### config.mk
export PLATFORM = sky130hd
export DESIGN_NAME = stopwatch_digit_counter
export DESIGN_NICKNAME = d
export VERILOG_FILES = /design/src/rtl/stopwatch_digit_counter.sv
export SDC_FILE = /design/constraint.sdc
export NUM_CORES = 1
export LEC_CHECK = 0
export CORE_MARGIN = 5
export CORE_UTILIZATION = 44
export CTS_CLUSTER_DIAMETER = 50
export DETAILED_ROUTE_END_ITERATION = 12
export PLACE_DENSITY = 0.89
export SLEW_MARGIN = 0
export SYNTH_ARGS = -nofsm -noshare
export SYNTH_HDL_FRONTEND = slang
export SYNTH_SLANG_ARGS = --single-unit
### constraint.sdc
create_clock -name CLK_IN -period 2.2 [get_ports CLK_IN]
set_input_delay 0.33 -clock CLK_IN [delete_from_list [all_inputs] [get_ports CLK_IN]]
set_output_delay 0.33 -clock CLK_IN [all_outputs]
set_load 0.02 [all_outputs]
### src/rtl/stopwatch_digit_counter.sv
// -----------------------------------------------------------------------------
// stopwatch_digit_counter
//
// One display digit of a stopwatch. Instances are chained through
// tick_in/carry_out so a units/tens chain resolves within a single clock
// (mod 10 for units, mod 6 for tens of seconds/minutes).
//
// State table:
//   state | meaning
//   HOLD  | digit frozen; ticks ignored, carry_out held low
//   RUN   | digit advances on every tick_in, carry_out flags the wrap
//
// Parameters:
//   MODULUS        count range 0..MODULUS-1, legal 2..16
//   PRESET         value taken on reset and on clr, must be < MODULUS
//   SEG_ACTIVE_LOW 1 inverts all segment drives (common-anode displays)
//
// Ports:
//   CLK_IN    system clock, all state changes on the rising edge
//   RST       asynchronous active-high reset
//   start     enter RUN (level-sampled)
//   stop      enter HOLD (level-sampled, wins over start)
//   clr       synchronous return of digit to PRESET
//   load      synchronous load of load_val (saturated to MODULUS-1)
//   load_val  value used by load
//   dir       0 = count up, 1 = count down
//   tick_in   count enable (1 Hz strobe or carry_out of the previous digit)
//   blank     force all segments off
//   rbi       ripple-blank in: blank this digit if it reads zero
//   digit     current count, binary (registered)
//   seg       {a,b,c,d,e,f,g} segment drives (combinational)
//   carry_out wrap/borrow strobe to the next digit (combinational)
//   rbo       ripple-blank out (combinational)
//   running   1 while in RUN (registered)
// -----------------------------------------------------------------------------
module stopwatch_digit_counter #(
    parameter int MODULUS        = 10,
    parameter int PRESET         = 0,
    parameter bit SEG_ACTIVE_LOW = 1'b0
) (
    input  logic       CLK_IN,
    input  logic       RST,
    input  logic       start,
    input  logic       stop,
    input  logic       clr,
    input  logic       load,
    input  logic [3:0] load_val,
    input  logic       dir,
    input  logic       tick_in,
    input  logic       blank,
    input  logic       rbi,
    output logic [3:0] digit,
    output logic [6:0] seg,
    output logic       carry_out,
    output logic       rbo,
    output logic       running
);

    // Reject illegal parameterisations at elaboration.
    if (MODULUS < 2 || MODULUS > 16) begin : g_bad_modulus
        $error("stopwatch_digit_counter: MODULUS must be in 2..16");
    end
    if (PRESET < 0 || PRESET >= MODULUS) begin : g_bad_preset
        $error("stopwatch_digit_counter: PRESET must be in 0..MODULUS-1");
    end

    localparam logic [3:0] MAX_VAL    = 4'(MODULUS - 1);
    localparam logic [3:0] PRESET_VAL = 4'(PRESET);
    // Five bits so MODULUS = 16 still compares correctly against load_val.
    localparam logic [4:0] MOD_VAL    = 5'(MODULUS);

    typedef enum logic {
        HOLD = 1'b0,
        RUN  = 1'b1
    } state_t;

    state_t     state;
    logic [3:0] load_sat;
    logic [3:0] count_next;
    logic       terminal;
    logic       advance;
    logic       is_zero;
    logic       seg_off;
    logic [6:0] glyph;
    logic [6:0] seg_hi;

    // ------------------------------------------------------------------
    // Next-value helpers
    // ------------------------------------------------------------------
    always_comb begin
        load_sat = load_val;
        if ({1'b0, load_val} >= MOD_VAL) begin
            load_sat = MAX_VAL;
        end
    end

    assign is_zero  = (digit == 4'd0);
    assign terminal = dir ? is_zero : (digit == MAX_VAL);

    always_comb begin
        count_next = digit;
        if (dir) begin
            count_next = is_zero ? MAX_VAL : (digit - 4'd1);
        end else begin
            count_next = (digit == MAX_VAL) ? 4'd0 : (digit + 4'd1);
        end
    end

    // Counting uses the state held before the edge, so the cycle in which
    // start is sampled never advances the digit.
    assign advance = (state == RUN) && tick_in;

    // ------------------------------------------------------------------
    // Run/hold state machine and digit register
    // ------------------------------------------------------------------
    always_ff @(posedge CLK_IN or posedge RST) begin
        if (RST) begin
            state   <= HOLD;
            running <= 1'b0;
            digit   <= PRESET_VAL;
        end else begin
            case (state)
                HOLD: begin
                    if (start && !stop) begin
                        state   <= RUN;
                        running <= 1'b1;
                    end
                end
                RUN: begin
                    if (stop) begin
                        state   <= HOLD;
                        running <= 1'b0;
                    end
                end
                default: begin
                    state   <= HOLD;
                    running <= 1'b0;
                end
            endcase

            if (clr) begin
                digit <= PRESET_VAL;
            end else if (load) begin
                digit <= load_sat;
            end else if (advance) begin
                digit <= count_next;
            end
        end
    end

    // Combinational so a whole cascade ripples within one cycle. clr and
    // load suppress it because they override the count on that edge.
    assign carry_out = running & tick_in & ~clr & ~load & terminal;

    // ------------------------------------------------------------------
    // 7-segment decode, {a,b,c,d,e,f,g}, active-high before polarity
    // ------------------------------------------------------------------
    always_comb begin
        glyph = 7'b0000000;
        case (digit)
            4'h0: glyph = 7'b1111110;
            4'h1: glyph = 7'b0110000;
            4'h2: glyph = 7'b1101101;
            4'h3: glyph = 7'b1111001;
            4'h4: glyph = 7'b0110011;
            4'h5: glyph = 7'b1011011;
            4'h6: glyph = 7'b1011111;
            4'h7: glyph = 7'b1110000;
            4'h8: glyph = 7'b1111111;
            4'h9: glyph = 7'b1111011;
            4'hA: glyph = 7'b1110111;
            4'hB: glyph = 7'b0011111;
            4'hC: glyph = 7'b1001110;
            4'hD: glyph = 7'b0111101;
            4'hE: glyph = 7'b1001111;
            4'hF: glyph = 7'b1000111;
            default: glyph = 7'b0000000;
        endcase
    end

    // Leading-zero blanking ripples from the most significant digit down:
    // a zero digit stays dark only while every digit above it is dark.
    assign rbo     = rbi & is_zero;
    assign seg_off = blank | (rbi & is_zero);
    assign seg_hi  = seg_off ? 7'b0000000 : glyph;
    assign seg     = SEG_ACTIVE_LOW ? ~seg_hi : seg_hi;

endmodule

==> metrics.cfg, run 1 <==
[placed_design]
dp.cells=164
place.port_buffers=27
place_ws_ns=-0.279
hpwl_mm=1.83
gp_congestion=0.890

[global_routing]
grt_pass1_vias=964
grt_overflow_total=0
met2_usage_pct=33.7
grt_max_degree=17
busiest_layer=met2
use_met3_pct=6.27
use_met1_pct=19.3
track_usage_pct=19.3
grt_pass1_wl_mm=4.00
antenna_found_initial=0

[yosys]
synth.area.top_cells=dfrtp_1 (19%), ha_1 (11%), inv_1 (5.6%)
synth_area_per_cell_sq_um=8.16
synth_top_family_by_area=compound AO/OA/AOI/OAI gates
synth_compound_area_share_pct=32.6
yosys.area_share.adder_pct=11.0
syn_nets=119
async_flop_share_pct=100
synthMuxAreaShare_pct=5.79
synthSimpleGateAreaFrac_pct=20.2
synth-warning-count=0
synth_top_area_share_pct=18.8
synth_top_cell_by_area=dfrtp_1
synth_area_sq_um=800
ys.flop_type=dfrtp_1
synth_cell_types=42
synth-xor-area-share_pct=1.10
synth_most_common_cell=inv_1
synth_commonest_cells=inv_1 (12), nor2_1 (11), ha_1 (7), dfrtp_1 (6)
ys_ff_latch=6
syn_inst=98
synth_edf_count=0
seq_area_frac_synth_pct=18.8

[sta]
slew-limit-headroom_pct=74.6
period_share_pct=98.4
min_period_ns=2.16
worst_slew_pin_slew_ns=0.379
fin_skew_ns=0.00849
fmax_mhz=462
rsz0062_at_grt=yes
drv_slew=0
fin_ws_ns=0.0362
final-setup-viol-count=0
tns_ns=0
hold_violations=0

[drt]
drt_iter0_drc=18
viasPerCell=5.82
postRouteAntennaNets=0
dr_total_vias=972
drtPass1Iterations=4
wirelength_mm=2.37
drc=0
wl_per_cell_microns=14.2

[cts]
htree_levels=1
tritoncts=done
cts_hold_buffers=0
clock_latency_ns=0.24
clk_path_buf_depth=2
path_clk_slew_ns=0.05
cts-root-buf=clkbuf_4
cts.sinks=6
cts-buffers-inserted=3

[worst_setup_path]
cp-start-kind=flip-flop
crit_slowest_cell=dfrtp_2
crit_type=reg -> out
path_cells=inv_2 > ha_4 > and2b_1 > and3b_2 > or2_4 > a221oi_4 > buf_6
max_stage_delay_ns=0.36
end_kind=primary output
cp_max_fo=7
required_ns=1.87
cp_data_arrival_time_ns=1.83

[run_status]
status=finished, final reports clean

[die]
die_h_microns=52.6
die_w_microns=52.6
start_util_pct=46.3
die_area_sq_um=2770
io-pin-count=28
rows=15
coreArea_sq_um=1730

[finish]
antenna_cells=0
syn_to_final_growth_pct=63.7
stdcell_count=167
final_nets=164
drive_gt1_share_pct=33.8

[flow_run]
maxCapViolCount=0

[hold_path]
hp-class=in -> async

[pwr]
ir_worst_vdd_mv=0.540
p_leak_nw=0.559
power.density_cell_area_nw_per_um2=487

-- timing repair --
action / 4_1_cts / 5_1_grt
pin swaps: 2 / 1
endpoints found under the setup margin: 8 / 6
resized for setup: 39 / 5
buffers inserted: 0 / 0
-- report_power, final --
part           switching, W  internal, W  leakage, nW
clock             0.0000386    0.0000686       0.0150
combinational      0.000205     0.000196        0.471
sequential       0.00000753     0.000122       0.0728
-- worst paths after layout --
path,from,endpoint,slack [ns],cells after the start
worst max-delay path,digit[0],seg[5],0.04,7
worst min-delay path,RST,digit[2],0.29,2
worst max register to register,digit[0],digit[3],0.41,7
worst min register to register,state,running,0.47,1
max in group asynchronous,RST,digit[1],1.72,2
min in group CLK_IN,state,running,0.47,1
-- registers in the layout, summed over array words and instances, names as in the netlist --
signal,cells
state,1
digit,4
running,1
-- logic make-up after synthesis --
kind of cell	after synthesis
and+or+nand+nor	30
AOI/OAI and AO/OA	32
adders and majority gates	7
buffers and inverters	19
xor gates and xnor gates	1
DFF	6
muxes	3
-- stage by stage --
| step | instance area, sq um | hold slack (ns) | power [W] | utilization [%] |
|---|---|---|---|---|
| after floorplan | 853 | 0.121 | 0.000354 | - |
| after global placement | 1280 | 0.465 | 0.000514 | 74.3 |
| after detailed placement | 1280 | 0.470 | 0.000526 | 74.3 |
| after CTS | 1280 | 0.286 | 0.000627 | 74.4 |
| after global routing | 1310 | 0.299 | 0.000689 | 75.8 |
| final | 1310 | 0.288 | 0.000638 | 75.8 |
-- critical path: cells and delay by family, from the launching register on --
family,cells,cell delay [ns]
buffers and inverters,2,0.20
flip-flops,1,0.36
AND/OR/NAND/NOR,3,0.66
AO/OA/AOI/OAI,1,0.21
adder cells (fa/ha/maj),1,0.15
-- placed cells by master (no fill, tap or decap), types with 4 or more instances in the layout --
master           Yosys  routed
buf_4                0      20
clkdlybuf4s50_1      0      19
inv_1               12      10
nor2_1              11       8
ha_1                 7       5
o21ai_0              4       4
a21oi_1              5       4
dfrtp_1              6       4
buf_6                1       4
-- layout make-up --
cell class | count | area (sq um)
flip-flops and latches | 6 | 153
multi-input cells | 73 | 642
clock buffers | 4 | 26.3
inverters | 12 | 45.0
well taps | 25 | 31.3
repair buffers | 47 | 412
fillers | 123 | 418
-- layer usage --
metal	up-vias	share of wire, %
met2	55	49
li1	448	-
met1	459	38
met4	0	3.3
met3	10	9.1
met5	-	0
Power figures use the tool's default switching activity.
==> run 2: changes to the inputs <==
- HOLD_SLACK_MARGIN: not set -> 0.15
==> results of run 2 <==
No change in the layout: final DEF, timing and power equal those of run 1.
